File: src/rtl/ntr_pkg.sv
// Shared NTR bus definitions: transmit FSM encoding, fill byte and CRC16-CCITT helpers.
package ntr_pkg;

  typedef enum logic [1:0] {
    ST_IDLE = 2'd0,
    ST_GAP  = 2'd1,
    ST_SEND = 2'd2,
    ST_DONE = 2'd3
  } ntr_state_e;

  localparam logic [7:0]  FILL_BYTE_DEF = 8'hFF;
  localparam logic [15:0] CRC_POLY      = 16'h1021;
  localparam logic [15:0] CRC_INIT      = 16'hFFFF;

  // Advance a CRC16-CCITT by one byte, MSB first.
  function automatic logic [15:0] crc16_step8(input logic [15:0] crc, input logic [7:0] data);
    logic [15:0] c;
    logic        fb;
    c = crc;
    for (int i = 7; i >= 0; i--) begin
      fb = c[15] ^ data[i];
      c  = {c[14:0], 1'b0} ^ (fb ? CRC_POLY : 16'h0000);
    end
    return c;
  endfunction

endpackage

File: src/rtl/ntr_edge_sync.sv
// Two-flop synchronizer plus an edge-detect flop for one asynchronous bus input.
module ntr_edge_sync #(
  parameter logic RESET_VAL = 1'b0
) (
  input  logic clk,
  input  logic rst_n,
  input  logic i_async,
  output logic o_sync,
  output logic o_rise,
  output logic o_fall
);

  logic [2:0] r_sh;

  // NOTE: sequential state uses non-blocking assignments so every flop samples pre-edge values.
  always_ff @(posedge clk or negedge rst_n) begin
    if (!rst_n) r_sh <= {3{RESET_VAL}};
    else        r_sh <= {r_sh[1:0], i_async};
  end

  assign o_sync = r_sh[1];
  assign o_rise = r_sh[1] & ~r_sh[2];
  assign o_fall = ~r_sh[1] & r_sh[2];

endmodule

File: src/rtl/ntr_resp_tx.sv
// NTR cartridge response transmitter: drives gap, payload and (with NTR_TX_CRC_EN) a CRC16 trailer
// onto ntr_data, one byte per falling ntr_clk, oversampled in the system clk domain.
module ntr_resp_tx
  import ntr_pkg::*;
#(
  parameter int         LEN_W     = 15,
  parameter int         GAP_CLKS  = 1,
  parameter logic [7:0] FILL_BYTE = FILL_BYTE_DEF
) (
  input  logic             clk,
  input  logic             rst_n,
  input  logic             ntr_clk,
  input  logic             ntr_cs1,
  input  logic             cmd_done,
  input  logic [LEN_W-1:0] resp_len,
  input  logic [7:0]       tx_data,
  input  logic             tx_valid,
  output logic             tx_ready,
  output logic [7:0]       ntr_dout,
  output logic             ntr_oe,
  output logic             busy,
  output logic             underrun
);

  localparam int GAP_W = $clog2(GAP_CLKS + 2);

  ntr_state_e       r_state, w_state_nxt;
  logic [LEN_W-1:0] r_rem;
  logic [GAP_W-1:0] r_gap_cnt;
  logic [7:0]       r_dout;
  logic             r_tx_ready, r_underrun;
  logic             w_clk_lvl, w_clk_rise, w_clk_fall;
  logic             w_cs1_lvl, w_cs1_rise, w_cs1_fall;
  logic             w_accept, w_byte_due, w_tail;
`ifdef NTR_TX_CRC_EN
  logic [15:0]      r_crc;
  logic [1:0]       r_crc_phase;
`endif

  ntr_edge_sync #(.RESET_VAL(1'b0)) u_clk_sync (
    .clk(clk), .rst_n(rst_n), .i_async(ntr_clk),
    .o_sync(w_clk_lvl), .o_rise(w_clk_rise), .o_fall(w_clk_fall)
  );

  ntr_edge_sync #(.RESET_VAL(1'b1)) u_cs1_sync (
    .clk(clk), .rst_n(rst_n), .i_async(ntr_cs1),
    .o_sync(w_cs1_lvl), .o_rise(w_cs1_rise), .o_fall(w_cs1_fall)
  );

  // A chip-select release outranks a coincident cmd_done.
  assign w_accept   = (r_state == ST_IDLE) && cmd_done && !w_cs1_lvl && !w_cs1_rise;
  assign w_byte_due = (r_state == ST_SEND) && w_clk_fall && (r_rem != '0);
  assign w_tail     = (r_state == ST_SEND) && w_clk_fall && (r_rem == '0);

  always_ff @(posedge clk or negedge rst_n) begin
    if (!rst_n) r_state <= ST_IDLE;
    else        r_state <= w_state_nxt;
  end

  // NOTE: always_comb assigns a default first so no path leaves w_state_nxt unassigned (no latch).
  always_comb begin
    w_state_nxt = r_state;
    if (w_cs1_rise) begin
      w_state_nxt = ST_IDLE;
    end else begin
      case (r_state)
        ST_IDLE: if (w_accept) begin
          if (resp_len == '0)    w_state_nxt = ST_DONE;
          else if (GAP_CLKS == 0) w_state_nxt = ST_SEND;
          else                    w_state_nxt = ST_GAP;
        end
        ST_GAP:  if (w_clk_fall && (r_gap_cnt <= GAP_W'(1))) w_state_nxt = ST_SEND;
`ifdef NTR_TX_CRC_EN
        ST_SEND: if (w_tail && (r_crc_phase == 2'd2)) w_state_nxt = ST_DONE;
`else
        ST_SEND: if (w_tail) w_state_nxt = ST_DONE;
`endif
        default: w_state_nxt = r_state;
      endcase
    end
  end

  always_ff @(posedge clk or negedge rst_n) begin
    if (!rst_n) begin
      r_rem       <= '0;
      r_gap_cnt   <= '0;
      r_dout      <= FILL_BYTE;
      r_tx_ready  <= 1'b0;
      r_underrun  <= 1'b0;
`ifdef NTR_TX_CRC_EN
      r_crc       <= CRC_INIT;
      r_crc_phase <= 2'd0;
`endif
    end else begin
      r_tx_ready <= 1'b0;
      if (w_accept) begin
        r_rem       <= resp_len;
        r_gap_cnt   <= GAP_W'(GAP_CLKS);
        r_dout      <= FILL_BYTE;
        r_underrun  <= 1'b0;
`ifdef NTR_TX_CRC_EN
        r_crc       <= CRC_INIT;
        r_crc_phase <= 2'd0;
`endif
      end else if (!w_cs1_rise) begin
        if ((r_state == ST_GAP) && w_clk_fall) r_gap_cnt <= r_gap_cnt - GAP_W'(1);
        if (w_byte_due) begin
          r_rem <= r_rem - LEN_W'(1);
          if (tx_valid) begin
            r_dout     <= tx_data;
            r_tx_ready <= 1'b1;
`ifdef NTR_TX_CRC_EN
            r_crc      <= crc16_step8(r_crc, tx_data);
`endif
          end else begin
            // Missing data still consumes a slot so the host sees the promised length.
            r_dout     <= FILL_BYTE;
            r_underrun <= 1'b1;
`ifdef NTR_TX_CRC_EN
            r_crc      <= crc16_step8(r_crc, FILL_BYTE);
`endif
          end
        end
`ifdef NTR_TX_CRC_EN
        if (w_tail) begin
          case (r_crc_phase)
            2'd0:    begin r_dout <= r_crc[15:8]; r_crc_phase <= 2'd1; end
            2'd1:    begin r_dout <= r_crc[7:0];  r_crc_phase <= 2'd2; end
            default: r_crc_phase <= r_crc_phase;
          endcase
        end
`endif
      end
    end
  end

  assign tx_ready = r_tx_ready;
  assign ntr_dout = r_dout;
  assign ntr_oe   = (r_state == ST_GAP) || (r_state == ST_SEND);
  assign busy     = (r_state != ST_IDLE);
  assign underrun = r_underrun;

  a_clk_edges: assert property (@(posedge clk) disable iff (!rst_n)
    w_clk_rise |-> (w_clk_lvl && !w_clk_fall));
  a_cs1_edges: assert property (@(posedge clk) disable iff (!rst_n)
    w_cs1_fall |-> !w_cs1_lvl);

endmodule

File: config.mk
export PLATFORM = sky130hd
export DESIGN_NAME = ntr_resp_tx
export DESIGN_NICKNAME = d
export VERILOG_FILES = /design/src/rtl/ntr_pkg.sv /design/src/rtl/ntr_edge_sync.sv /design/src/rtl/ntr_resp_tx.sv
export SDC_FILE = /design/constraint.sdc
export NUM_CORES = 1
export LEC_CHECK = 0
export ABC_AREA = 1
export ABC_CLOCK_PERIOD_IN_PS = 2900
export CORE_ASPECT_RATIO = 1.25
export CORE_MARGIN = 8
export CORE_UTILIZATION = 55
export CTS_CLUSTER_SIZE = 40
export DETAILED_ROUTE_END_ITERATION = 12
export GPL_TIMING_DRIVEN = 0
export PLACE_DENSITY = 0.84
export SETUP_SLACK_MARGIN = 0.3
export SYNTH_ARGS = -nofsm -noshare
export SYNTH_HDL_FRONTEND = slang
export SYNTH_SLANG_ARGS = --single-unit
File: constraint.sdc
create_clock -name clk -period 2.9 [get_ports clk]
set_input_delay 0.29 -clock clk [delete_from_list [all_inputs] [get_ports clk]]
set_output_delay 0.29 -clock clk [all_outputs]
set_load 0.005 [all_outputs]
==> metrics.txt <==
most frequent cells in the layout nand2_1 (72), nor2_1 (44), clkdlybuf4s50_1 (39), nand3_1 (32), inv_1 (29); initial cell density of the core 56.4%; most common cell after layout, fill and taps aside nand2_1; met1 wire length 2140 um; critical path, cell by cell inv_1 > ha_1 > inv_1 > clkdlybuf4s50_1; hpwl dp 3860 um; CTS root buf clkbuf_8; CTS buffer count 5; first-pass GRT wire length 9060 um; vias in the first global route 2034; Startpoint Class register; Final Hold Fails 0; Die Y 84.8 um; slew margin rel. 47.2%; Post-CTS Resized 0; worst min path class in2async; post-DR vias/cell 5.38; die area 6020 um^2; multi-input logic area 1030 um^2; CTS tree yes; wire length on met3 388 um; Final Cycle Share 66.1%; GRT Total Usage 18.8%; xor/xnor share of the synthesized area 0%; htree depth 2; Crit Reg-Reg Startpoint r_state[0]; critical path fanouts, max 4; # fillers 288; post-synthesis adder-cell area fraction 3.61%; Slew Viols, Final 0; register area share after synthesis 42.8%; CP startpoint r_state[0]; synth warn 0; drt initial violations 206; clock-pin transition on the worst setup and hold timing paths 0.07 ns; run status complete, no violations; mux cell area share after synthesis 0%; total number of vias 1973; sw frac 42.8%; Hold Buf Count CTS 0; CP peak stage delay 0.51 ns; GP Congestion 0.892; Psw 0.00102 W; P_int 0.00136 W; Max clock buf depth 2; dpl cell area 2530 um^2; n_diodes 0; DR WL met2 2610 um; Min Clock Period, post-route 1.92 ns; Slowest cell on crit path clkdlybuf4s50_1; IO Count 41; r2r endpoint ntr_dout[7]; Rows 25; Flop pwr share 35.3%; Synth Cell Area 2080 um^2; clock skew 0.00684 ns; Max Used Layer met4; sequential cell area 890 um^2; DRC viols 0; Peak Freq 521 MHz; PD cells 913 nW/um^2; r2r setup slk 1.05 ns; RSZ-0062 raised after global routing false; Post-Synthesis Cells 279; grt ovf 0; MaxCap Viol Count 0; Die W 71.0 um; Setup Fix Bufs, Post-CTS 0; Compound-Gate Fraction of Synth Area 8.42%; Crit path depth 4; #FFs+latches synth 35; Setup violations, final 0; Mapped Nets 314; WL final 5290 um; Design Area, Final 2610 um^2; crit-path leading delay family buffers and inverters; Setup TNS 0 ns; I/O Buffers 40; crit end category primary output; clock share of power 14.7%; Initial DRT Pass Iterations 4; LEAKAGE 1.24 nW; path depth of the worst reg2reg path 7; share of layout cells above drive strength 1 13.8%; CP most frequent cell inv_1; largest family of logic cells by synthesized area simple AND/OR/NAND/NOR gates; Worst setup endpoint busy; WP data required 2.61 ns; initial antenna violation count 0; placeable core area 3690 um^2; CP bufs+invs 3; Wirelength per Cell 14.4 um; Syn-to-layout area delta 25.5%; Worst-Skew Late Latency 0.30 ns; combinational power share 50.0%; layout net count 361; Routed Antenna Nets 0; Simple-Gate Fraction of Synth Area 37.5%; Crit Path Category reg2out; Max IR drop VDD 0.000645 V; Critical Path AT 1.63 ns; Sink Count 35; syn_area_per_cell 7.46 um^2; Unique masters post-synth 29; Slew @ Worst Pin 0.791 ns; Pwr Total 0.00238 W; largest net degree at the start of global routing 36
[through the flow]
stage	hold WS (ns)	util (%)	cells	setup WS [ns]
4_1_cts	0.104	70.7	367	0.994
3_3_place_gp	0.334	68.6	359	0.732
3_5_place_dp	0.340	68.4	359	1.09
2_1_floorplan	-0.00559	-	279	1.38
6_report	0.0768	70.7	367	0.982
5_1_grt	0.145	70.7	367	0.911
[logic make-up (layout without fill, tap and decap cells)]
family | Yosys count | after routing
compound gates | 30 | 30
buf+inv | 37 | 85
simple gates | 171 | 171
flops | 35 | 35
fa+ha+maj | 6 | 6
[layer usage]
layer | global-route usage, % | vias up
li1 | - | 980
met1 | 20.9 | 908
met3 | 5.13 | 13
met4 | 10.6 | 0
met2 | 31.5 | 72
met5 | 0 | -
[flip-flops by register name, indices dropped and copies added (netlist names)]
register	flops
ntr_dout	8
r_gap_cnt	2
r_rem	15
r_state	2
tx_ready	1
u_clk_sync.r_sh	3
u_cs1_sync.r_sh	3
underrun	1
[power groups by stage]
stage	clock network (W)	registers (W)	logic [W]
final	0.000350	0.000843	0.00119
after global routing	0.000376	0.000860	0.00136
after CTS	0.000355	0.000837	0.00119
after detailed placement	0	0.000845	0.00117
after global placement	0	0.000835	0.00113
after floorplan	0	0.000817	0.000804
[cell usage after synthesis, drive strengths merged]
cell	instances	share of area, %
nand2	75	15
nor2	50	10
nand3	35	9.1
inv	29	5.2
dfrtp	24	29
o21ai	21	6.0
dfstp	11	14
a21oi	6	1.4
ha	6	3.6
buf	5	1.9
nor3	4	0.96
or2	4	1.2
clkbuf	2	0.36
a211oi	1	0.36
a31oi	1	0.30
and3	1	0.30
clkinv	1	0.18
nand3b	1	0.36
nand4	1	0.30
o21bai	1	0.36
[cell type report]
cell class                 count  area share [%]
sequential                    35            34.1
buffer                         7            1.82
inverter                      30            4.31
clock inverter                 2           0.479
multi-input combinational    207            39.5
clock buffer                   6            2.78
tap                           40            1.92
timing repair buffer          40            15.1
[how the worst min path moves through the flow]
| stage | endpoint |
|---|---|
| 2_1_floorplan | r_gap_cnt[0] |
| 3_3_place_gp | u_clk_sync.r_sh[1] |
| 3_5_place_dp | u_clk_sync.r_sh[1] |
| 4_1_cts | r_rem[4] |
| 5_1_grt | r_rem[2] |
| 6_report | r_rem[2] |
(Power assumes the default switching activity.)
